==> config.mk <==
export PLATFORM = sky130hd
export DESIGN_NAME = mdr_mem_ctrl
export DESIGN_NICKNAME = d
export VERILOG_FILES = /design/src/rtl/mdr_mem_ctrl.sv
export SDC_FILE = /design/constraint.sdc
export NUM_CORES = 1
export LEC_CHECK = 0
export CORE_UTILIZATION = 35
export CTS_CLUSTER_SIZE = 12
export DETAILED_ROUTE_END_ITERATION = 7
export HOLD_SLACK_MARGIN = 0.15
export PLACE_DENSITY_LB_ADDON = 0.3
export SKIP_LAST_GASP = 1
export SYNTH_ARGS = -nofsm -noshare
export SYNTH_HDL_FRONTEND = slang
export SYNTH_SLANG_ARGS = --single-unit
==> constraint.sdc <==
create_clock -name clock -period 1.4 [get_ports clock]
set_input_delay 0.21 -clock clock [delete_from_list [all_inputs] [get_ports clock]]
set_output_delay 0.21 -clock clock [all_outputs]
set_load 0.02 [all_outputs]
==> src/rtl/mdr_mem_ctrl.sv <==
// MAR/MDR pair with a request/acknowledge memory handshake and an ack timeout.
// Bus loads only land in IDLE; a read ack writes the returned data into the MDR.
module mdr_mem_ctrl #(
  parameter int DATA_WIDTH = 32,
  parameter int ADDR_WIDTH = 9,
  parameter int TIMEOUT    = 15
) (
  input  logic                  clock,
  input  logic                  clear_n,
  input  logic [DATA_WIDTH-1:0] BusMuxOut,
  input  logic                  MARin,
  input  logic                  MDRin,
  input  logic                  Read,
  input  logic                  mem_rd_start,
  input  logic                  mem_wr_start,
  input  logic [DATA_WIDTH-1:0] mem_rdata,
  input  logic                  mem_ack,
  output logic [DATA_WIDTH-1:0] BusMuxIn_MDR,
  output logic [ADDR_WIDTH-1:0] mem_addr,
  output logic [DATA_WIDTH-1:0] mem_wdata,
  output logic                  mem_req,
  output logic                  mem_we,
  output logic                  busy,
  output logic                  done,
  output logic                  err
);

  typedef enum logic [1:0] {
    IDLE   = 2'd0,
    ACCESS = 2'd1,
    DONE   = 2'd2
  } state_e;

  localparam logic [7:0] LAST_CNT = 8'(TIMEOUT - 1);

  state_e                  state_q, state_d;
  logic [ADDR_WIDTH-1:0]   mar_q, mar_d;
  logic [DATA_WIDTH-1:0]   mdr_q, mdr_d;
  logic [7:0]              cnt_q, cnt_d;
  logic                    wr_q, wr_d;
  logic                    req_q, req_d;
  logic                    we_q, we_d;
  logic                    busy_q, busy_d;
  logic                    done_q, done_d;
  logic                    err_q, err_d;

  always_comb begin
    state_d = state_q;
    mar_d   = mar_q;
    mdr_d   = mdr_q;
    cnt_d   = cnt_q;
    wr_d    = wr_q;
    err_d   = err_q;

    case (state_q)
      IDLE: begin
        if (MARin) mar_d = BusMuxOut[ADDR_WIDTH-1:0];
        if (MDRin && !Read) mdr_d = BusMuxOut;
        // A write start takes priority; a simultaneous read is simply dropped.
        if (mem_rd_start || mem_wr_start) begin
          state_d = ACCESS;
          wr_d    = mem_wr_start;
          cnt_d   = 8'd0;
          err_d   = 1'b0;
        end
      end
      ACCESS: begin
        if (mem_ack) begin
          state_d = DONE;
          if (!wr_q) mdr_d = mem_rdata;
        end else if (cnt_q == LAST_CNT) begin
          state_d = IDLE;
          err_d   = 1'b1;
        end else begin
          cnt_d = cnt_q + 8'd1;
        end
      end
      DONE:    state_d = IDLE;
      default: state_d = IDLE;
    endcase

    // Status outputs are registered views of the next state.
    req_d  = (state_d == ACCESS);
    we_d   = req_d && wr_d;
    busy_d = (state_d != IDLE);
    done_d = (state_d == DONE);
  end

  always_ff @(posedge clock or negedge clear_n) begin
    if (!clear_n) begin
      state_q <= IDLE;
      mar_q   <= '0;
      mdr_q   <= '0;
      cnt_q   <= '0;
      wr_q    <= 1'b0;
      req_q   <= 1'b0;
      we_q    <= 1'b0;
      busy_q  <= 1'b0;
      done_q  <= 1'b0;
      err_q   <= 1'b0;
    end else begin
      state_q <= state_d;
      mar_q   <= mar_d;
      mdr_q   <= mdr_d;
      cnt_q   <= cnt_d;
      wr_q    <= wr_d;
      req_q   <= req_d;
      we_q    <= we_d;
      busy_q  <= busy_d;
      done_q  <= done_d;
      err_q   <= err_d;
    end
  end

  assign BusMuxIn_MDR = mdr_q;
  assign mem_wdata    = mdr_q;
  assign mem_addr     = mar_q;
  assign mem_req      = req_q;
  assign mem_we       = we_q;
  assign busy         = busy_q;
  assign done         = done_q;
  assign err          = err_q;

endmodule

==> results of run 1 <==
## routing by layer
| layer | global-route usage [%] | part of all wire [%] |
|---|---|---|
| met3 | 3.96 | 4.8 |
| met2 | 34.8 | 54 |
| met5 | 0 | 0 |
| met1 | 20.9 | 40 |
| met4 | 6.45 | 1.0 |
## kinds of logic (layout without fill, tap and decap cells)
group,count (synthesis),after routing,share of synthesized area [%]
AOI/OAI and AO/OA,43,43,8.48
xor gates and xnor gates,3,3,0.953
adders and majority gates,2,2,0.907
buffers and inverters,45,201,11.0
DFF,57,57,51.7
muxes,42,42,15.7
and+or+nand+nor,65,65,11.3
## cell usage in the layout (no fill, tap or decap), drive strengths merged, types with 2 or more instances in the layout
master / instances
nand2: 5
clkbuf: 15
inv: 2
and2: 4
or3b: 2
dfrtp: 57
and3: 2
nand4: 3
ha: 2
nand3: 5
buf: 33
mux2i: 33
mux2: 9
nor3b: 2
o21ai: 4
dlygate4sd2: 78
xor2: 2
clkdlybuf4s50: 70
nor2: 37
a21oi: 33
## repair_timing
| item | CTS | global route |
|---|---|---|
| pin swaps | 4 | 4 |
| buffers inserted | 4 | 1 |
| endpoints found under the setup margin | 125 | 53 |
| hold endpoints to repair | 57 | 0 |
| cloned | 3 | 1 |
| resized for setup | 93 | 22 |
| hold buffers | 1 | 0 |
## report_power, final
part	total, W	internal, W	switching [W]
logic	0.00606	0.00279	0.00327
registers	0.00281	0.00235	0.000459
clock network	0.00159	0.000967	0.000618
total	0.0105	0.00611	0.00435
## flip-flops by register name, indices dropped and copies added (netlist names)
register / count
BusMuxIn_MDR: 32
mem_addr: 9
cnt_q: 8
state_q: 2
busy: 1
done: 1
err: 1
mem_req: 1
mem_we: 1
wr_q: 1
## per-stage QoR
step	hold WS, ps	instances	util, %
after global placement	239	489	56.8
after CTS	417	513	60.7
final	397	515	62.2
after detailed placement	239	489	56.8
after global routing	434	515	62.2
after floorplan	-85.6	257	-
## area by class of cell
class                   count  area share (%)
clock inverters             2           0.732
repair buffers            183            38.4
multi-input cells         155            24.6
inverters                   2           0.157
well taps                 102            2.67
clock buffers              14            3.61
flip-flops and latches     57            29.8
## worst paths after layout
path                        startpoint               end  slack, ps  cells past startpoint
min in group clock         mem_addr[6]       mem_addr[6]        500                      1
max in group asynchronous      clear_n        state_q[0]        700                      3
max reg2reg                 state_q[0]   BusMuxIn_MDR[6]       -170                      5
min reg2reg                mem_addr[6]       mem_addr[6]        500                      1
min                            clear_n  BusMuxIn_MDR[16]        400                      3
max                         state_q[0]   BusMuxIn_MDR[6]       -170                      5
## critical path, delay by kind of cell, from the launching register on
kind	cells	cell delay, ps
AND/OR/NAND/NOR	1	400
flip-flops	1	430
buffers and inverters	2	330
AO/OA/AOI/OAI	2	300
==> flow_summary_export.csv, run 1 <==
group,metric,value,unit
drt,via_per_inst,4.75,
cells_and_area,drive_above_1_share,21.8,%
critical_path,max_stage_delay,430,ps
yosys,yosys_warnings,0,
critical_path,cp.required,1610,ps
timing,maxSlewViolCount,0,
critical_path,crit_chain,"or3b_4 -> a21oi_4 -> buf_12 -> clkbuf_16 -> a21oi_2",
floorplanning,start_util,35.9,%
drt,first_pass_iters,6,
drt,wl,7630,um
timing,rsz0062_at_grt,"yes",
yosys,synth_top_area_share,51.7,%
critical_path,cp-end-kind,"register",
yosys,synthArstFlopShare,100,%
power,leakage,2.11,nW
clock_tree,cts_sinks,57,
timing,hold_violations,0,
global_route,grt_pass1_wl,12100,um
placement,preCtsSetupSlack,-396,ps
timing,tightest_slew,279,ps
floorplanning,num_rows,32,
yosys,synth-seq-cells,57,
timing,fmax,636,MHz
yosys,synth.net_count,331,
cells_and_area,regArea,1430,um2
clock_tree,cts_buffers,9,
yosys,synth_edf_count,0,
floorplanning,die_y,90.8,um
clock_tree,cts_tree,"yes",
cells_and_area,insertedDiodeCount,0,
yosys,syn_inst,257,
worst_hold_path,holdCritPathClass,"in2async",
critical_path,crit_arrival,1790,ps
drt,drt_iter0_markers,100,
global_route,first_global_vias,2458,
critical_path,path_class,"reg2reg",
clock_tree,clk_latency,330,ps
yosys,ys.flop_type,"dfrtp_1",
timing,skew,7.93,ps
timing,maxSlewHeadroom,80.9,%
drt,vias,2444,
yosys,avgSynthCellArea,10.7,um2
flow_run,max_cap_viol_count,0,
placement,portBuffers,149,
yosys,synth_area,2760,um2
power,ir_worst_vdd,0.00115,V
clock_tree,cts_max_level,3,
timing,min_period,1570,ps
critical_path,startpoint_type,"register",
power,finalPower,0.0105,W
global_route,gr-total-overflow,0,
yosys,netlist-cell-type-count,32,
yosys,synthTopCellsByArea,"dfrtp_1, mux2i_1, buf_4",
global_route,grt_usage,18.7,%
critical_path,cp_slowest_cell,"dfrtp_2",
global_route,antenna_found_initial,0,
cells_and_area,nFillCells,667,
cells_and_area,multiInputGateArea,1170,um2
floorplanning,fp.dieArea,8240,um2
placement,gp_congestion,0.793,
clock_tree,clockBufferDepth,2,
cells_and_area,syn2layout_area_growth,73.5,%
cells_and_area,layout.nets,482,
cells_and_area,fin_area,4780,um2
yosys,yosysSeqAreaShare,51.7,%
status,outcome,"finished, violations left",
floorplanning,pin_count,150,
placement,dp_hpwl,5200,um
timing,post-route-worst-setup-slack,-173,ps
status,violations,"setup timing",
floorplanning,coreArea,7690,um2
drt,wl_per_cell,14.8,um
timing,timing.final.crit_share,112,%
yosys,netlist_top_cells_count,"dfrtp_1, nor2_1, mux2i_1, a21oi_1, buf_4",
floorplanning,die_w,90.8,um
drt,route.detailed.drc,0,
clock_tree,root_buffer,"clkbuf_8",
yosys,synth_top_area_cell,"dfrtp_1",
clock_tree,clk_pin_slew,70,ps
timing,fin_tns_setup,-6090,ps
timing,setup-violations-final,49,
global_route,grt_max_degree,58,
power,powerDensity,2190,nW/um2
critical_path,worst-path-max-fanout,5,
placement,dpl_cell_area,4360,um2
yosys,synth.most_common_cell,"dfrtp_1",
drt,detail-route-antenna-nets,0,
(Power assumes the default switching activity.)
==> run 2: changes to the inputs <==
--- a/config.mk
+++ b/config.mk
@@ -8,7 +8,8 @@
 export CORE_UTILIZATION = 35
 export CTS_CLUSTER_SIZE = 12
 export DETAILED_ROUTE_END_ITERATION = 7
-export HOLD_SLACK_MARGIN = 0.15
+export GPL_TIMING_DRIVEN = 0
+export HOLD_SLACK_MARGIN = 0.02
 export PLACE_DENSITY_LB_ADDON = 0.3
 export SKIP_LAST_GASP = 1
 export SYNTH_ARGS = -nofsm -noshare
==> run 2 against run 1 <==
  * The flow still finishes with violations (setup timing)
  * Final cell count up 6.2%
  * Combinational power up 5.4%
  * Worst setup slack better by 25 ps
  * Sequential share of layout area about the same
  * Register-to-register slack better by 20 ps
  * Clock skew up 6.5 ps
  * Via count up 2.1%
  * Die area unchanged
  * Routed wire length up 3.2%
  * Critical path depth unchanged
  * Sequential power about the same
  * Critical endpoint is now cnt_q[3]
  * Highest routed layer unchanged
==> flow_summary_export.csv, run 2 (same netlist as run 1, synthesis figures left out) <==
group,metric,value,unit
cells_and_area,largest_reg_flops,32,
cells_and_area,layout_commonest_cell,"clkdlybuf4s50_1",
timing,tightest_slew,534,ps
timing,maxSlewHeadroom,64.2,%
drt,route.detailed.drc,0,
global_route,antenna_found_initial,0,
critical_path,crit_chain,"clkdlybuf4s50_1 -> or3b_4 -> a21o_1 -> or4_1 -> nand2_1",
drt,vias,2495,
floorplanning,pin_count,150,
critical_path,max_stage_delay,490,ps
clock_tree,clk_latency,330,ps
clock_tree,root_buffer,"clkbuf_8",
timing,fmax,646,MHz
global_route,gr-total-overflow,0,
cells_and_area,final_cell_mix,"clkdlybuf4s50_1, dfrtp_1, buf_4",
critical_path,startpoint_type,"input port",
status,outcome,"finished, violations left",
clock_tree,clockBufferDepth,2,
placement,portBuffers,149,
floorplanning,fp.dieArea,8240,um2
cells_and_area,syn2layout_area_growth,73.9,%
critical_path,cp.required,1660,ps
clock_tree,cts_max_level,3,
clock_tree,cts_sinks,57,
worst_hold_path,holdCritPathClass,"in2async",
global_route,first_global_vias,2560,
placement,preCtsSetupSlack,-662,ps
timing,hold_ws,377,ps
timing,maxSlewViolCount,0,
drt,wl,7870,um
clock_tree,cts_buffers,9,
cells_and_area,nFillCells,691,
cells_and_area,insertedDiodeCount,0,
timing,fin_tns_setup,-3690,ps
timing,rsz0062_at_grt,"yes",
drt,wl_per_cell,14.4,um
global_route,grt_pass1_wl,12800,um
timing,hold_violations,0,
power,powerDensity,2190,nW/um2
clock_tree,clk_pin_slew,70,ps
placement,dp_hpwl,5510,um
critical_path,cp_slowest_cell,"clkdlybuf4s50_1",
timing,timing.final.crit_share,111,%
floorplanning,num_rows,32,
power,finalPower,0.0105,W
clock_tree,cts_tree,"yes",
drt,drt_iter0_markers,66,
global_route,grt_max_degree,40,
critical_path,worst-path-max-fanout,5,
placement,gp_congestion,0.867,
floorplanning,die_y,90.8,um
cells_and_area,layout.nets,514,
critical_path,cp-end-kind,"register",
floorplanning,start_util,35.9,%
timing,post-route-worst-setup-slack,-149,ps
flow_run,max_cap_viol_count,0,
global_route,grt_usage,19.9,%
timing,setup-violations-final,48,
status,violations,"setup timing",
critical_path,path_class,"in2reg",
cells_and_area,regArea,1430,um2
critical_path,crit_arrival,1810,ps
drt,via_per_inst,4.56,
drt,first_pass_iters,4,
power,ir_worst_vdd,0.00108,V
power,leakage,2.17,nW
timing,min_period,1550,ps
timing,skew,14.4,ps
cells_and_area,drive_above_1_share,25.4,%
cells_and_area,multiInputGateArea,1090,um2
floorplanning,die_w,90.8,um
floorplanning,coreArea,7690,um2
drt,detail-route-antenna-nets,0,
## run 2: cell count changes in the layout (fill, tap and decap cells not counted), moves of 5 or more
| cell | delta |
|---|---|
| buf_12 | -6 |
| a21oi_1 | +18 |
| buf_4 | +33 |
| clkdlybuf4s15_1 | +24 |
| buf_6 | +5 |
| a21oi_2 | -17 |
| buf_2 | +5 |
| dlygate4sd2_1 | -30 |
## run 2: metrics by stage
stage	std cells	cell area [um2]	utilization, %
after global routing	547	4800	62.4
final	547	4800	62.4
after floorplan	257	2770	-
after global placement	508	4390	57.1
after CTS	545	4740	61.7
after detailed placement	509	4410	57.3
## run 2: critical path: cells and delay by family
kind	cells	cell delay [ps]
AND/OR/NAND/NOR	3	910
buffers and inverters	1	490
AO/OA/AOI/OAI	1	200
## run 2: worst paths after layout
kind / cells past startpoint / from / slack (ps) / end
setup / recovery: 5 / mem_ack / -150 / cnt_q[3]
hold / removal: 2 / clear_n / 380 / BusMuxIn_MDR[16]
setup reg to reg: 4 / state_q[1] / -150 / cnt_q[3]
hold reg to reg: 1 / mem_addr[2] / 500 / mem_addr[2]
max in group asynchronous: 3 / clear_n / 420 / state_q[0]
min in group clock: 1 / mem_addr[2] / 500 / mem_addr[2]
## run 2: layer usage
layer	GRT usage (%)	vias up	part of all wire, %
met4	7.53	0	0.94
met2	35.3	78	53
li1	-	1219	-
met3	4.55	6	5.3
met1	23.2	1192	41
met5	0	-	0
## run 2: final cells by class
class                           instances  share of cell area, %
Multi-Input combinational cell        155                   22.8
Timing Repair Buffer                  172                   33.4
Tap cell                              102                   2.66
Clock buffer                           10                   2.66
Clock inverter                          6                  0.730
Inverter                                2                  0.157
Sequential cell                        57                   29.8
Buffer                                 43                   7.70
## run 2: power by group
part | internal [W] | switching [W]
clock network | 0.000629 | 0.000661
registers | 0.00236 | 0.000460
logic | 0.00316 | 0.00323
total | 0.00614 | 0.00436
## run 2: what timing repair did
| item | in CTS | in global routing |
|---|---|---|
| buffers inserted | 19 | 1 |
| resized for setup | 128 | 31 |
| hold endpoints to repair | 18 | 0 |
| gates cloned | 0 | 1 |
| hold buffers | 1 | 0 |
| setup endpoints to repair | 127 | 76 |
| pin swaps | 3 | 2 |
==> run 3: changes to the inputs <==
==> constraint.sdc (replaced) <==
create_clock -name clock -period 1.72 [get_ports clock]
set_input_delay 0.258 -clock clock [delete_from_list [all_inputs] [get_ports clock]]
set_output_delay 0.258 -clock clock [all_outputs]
set_load 0.02 [all_outputs]
==> run 3 against run 2 <==
  * The run now ends clean
  * Worst setup slack gained 190 ps
  * Worst hold slack gained 110 ps
  * Clock skew shrank 9.7 ps
  * Critical path depth shrank 3
  * Core utilization shrank 1.7 points
  * Global-route usage shrank 0.80 points
  * Final cell count shrank 3.5%
  * Via count shrank 2.7%
  * Largest power group unchanged
==> flow_summary_export.csv, run 3 (same netlist as run 1, synthesis figures left out) <==
group,metric,value,unit
status,outcome,"finished clean",
global_route,use_met1,23.5,%
cells_and_area,layout_commonest_cell,"clkdlybuf4s50_1",
placement,dp_hpwl,5520,um
timing,hold_ws,489,ps
global_route,grt_max_degree,31,
critical_path,max_stage_delay,590,ps
floorplanning,die_y,90.8,um
global_route,grt_usage,19.1,%
critical_path,cp-end-kind,"primary output",
global_route,grt_pass1_wl,12200,um
drt,wl,7380,um
drt,vias,2427,
clock_tree,cts_max_level,3,
global_route,grt.busiest_layer,"met2",
critical_path,critical_path.top_delay_family,"buffers and inverters",
critical_path,worst-path-max-fanout,3,
timing,min_period,1670,ps
floorplanning,die_w,90.8,um
cells_and_area,final_cell_mix,"clkdlybuf4s50_1, dfrtp_1, buf_4",
power,powerDensity,1850,nW/um2
cells_and_area,fin_cells,528,
drt,drt_iter0_markers,59,
drt,via_per_inst,4.60,
timing,tightest_slew,702,ps
worst_hold_path,holdCritPathClass,"reg2reg",
clock_tree,clockBufferDepth,2,
critical_path,crit_chain,"buf_4 -> clkdlybuf4s50_1",
clock_tree,clk_latency,340,ps
cells_and_area,drive_above_1_share,18.5,%
global_route,antenna_found_initial,0,
power,leakage,2.11,nW
critical_path,path_class,"reg2out",
global_route,gr-usage-met3,4.63,%
cells_and_area,layout.nets,497,
flow_run,max_cap_viol_count,0,
placement,gp_congestion,0.801,
cells_and_area,insertedDiodeCount,0,
timing,maxSlewViolCount,0,
floorplanning,fp.dieArea,8240,um2
drt,first_pass_iters,4,
critical_path,cp_slowest_cell,"clkdlybuf4s50_1",
floorplanning,num_rows,32,
cells_and_area,largest_reg_flops,32,
clock_tree,root_buffer,"clkbuf_8",
floorplanning,coreArea,7690,um2
cells_and_area,nFillCells,653,
drt,detail-route-antenna-nets,0,
critical_path,cp.required,1460,ps
critical_path,cp_num_buf_inv,2,
global_route,first_global_vias,2438,
global_route,use_met2,31.7,%
placement,place_inst,509,
timing,rsz0062_at_grt,"yes",
critical_path,crit_arrival,1420,ps
timing,fmax,597,MHz
timing,timing.final.crit_share,97.4,%
clock_tree,clk_pin_slew,70,ps
floorplanning,pin_count,150,
floorplanning,start_util,35.9,%
power,ir_worst_vdd,0.00103,V
global_route,gr-total-overflow,0,
clock_tree,cts_buffers,9,
clock_tree,cts_tree,"yes",
timing,skew,4.70,ps
cells_and_area,syn2layout_area_growth,69.3,%
drt,route.detailed.drc,0,
critical_path,startpoint_type,"register",
clock_tree,cts_sinks,57,
placement,portBuffers,149,
timing,maxSlewHeadroom,53.2,%
drt,wl_per_cell,14.0,um
timing,hold_violations,0,
timing,setup-violations-final,0,
## run 3: report_power, final
group          switching [W]  internal, W
logic                0.00247      0.00274
clock network       0.000516     0.000579
registers           0.000419      0.00191
total                0.00340      0.00523
## run 3: area by class of cell
cell class	instances	area [um2]	area share (%)
Buffer	43	303	6.49
Clock buffer	11	151	3.24
Clock inverter	3	17.5	0.375
Inverter	2	7.51	0.161
Multi-Input combinational cell	155	1050	22.5
Sequential cell	57	1430	30.6
Tap cell	102	128	2.73
Timing Repair Buffer	155	1580	33.9
## run 3: through the flow
stage                     setup TNS, ps  setup slack [ps]  util, %  total power [W]  cell area (um2)
final                                 0              45.2     60.7          0.00863             4670
after global routing              -59.5             -32.2     60.7          0.00918             4670
after CTS                             0              2.81     59.9          0.00874             4600
after detailed placement         -11230              -364     57.1          0.00758             4390
after global placement           -93680             -1470     56.9          0.00747             4380
after floorplan                       0               125        -          0.00523             2760
## run 3: path summary, 6_finish.rpt
| check | to | slack (ps) | start | depth (start not counted) |
|---|---|---|---|---|
| min reg2reg | cnt_q[7] | 490 | cnt_q[7] | 1 |
| max | mem_wdata[24] | 50 | BusMuxIn_MDR[24] | 2 |
| max reg2reg | cnt_q[3] | 50 | state_q[1] | 4 |
| min in group asynchronous | BusMuxIn_MDR[14] | 510 | clear_n | 2 |
| min | cnt_q[7] | 490 | cnt_q[7] | 1 |
| max in group asynchronous | mem_addr[1] | 620 | clear_n | 3 |
## run 3: routing by layer
layer	vias up	share of wire [%]
li1	1184	-
met1	1151	41
met2	80	51
met3	12	5.5
met4	0	1.9
met5	-	0
## run 3: what timing repair did
| action | in CTS | in global routing |
|---|---|---|
| pin swaps | 1 | 1 |
| setup buffers | 1 | 3 |
| resized for setup | 6 | 18 |
| endpoints found under the hold margin | 29 | 0 |
| endpoints found under the setup margin | 34 | 45 |
| hold buffers | 1 | 0 |
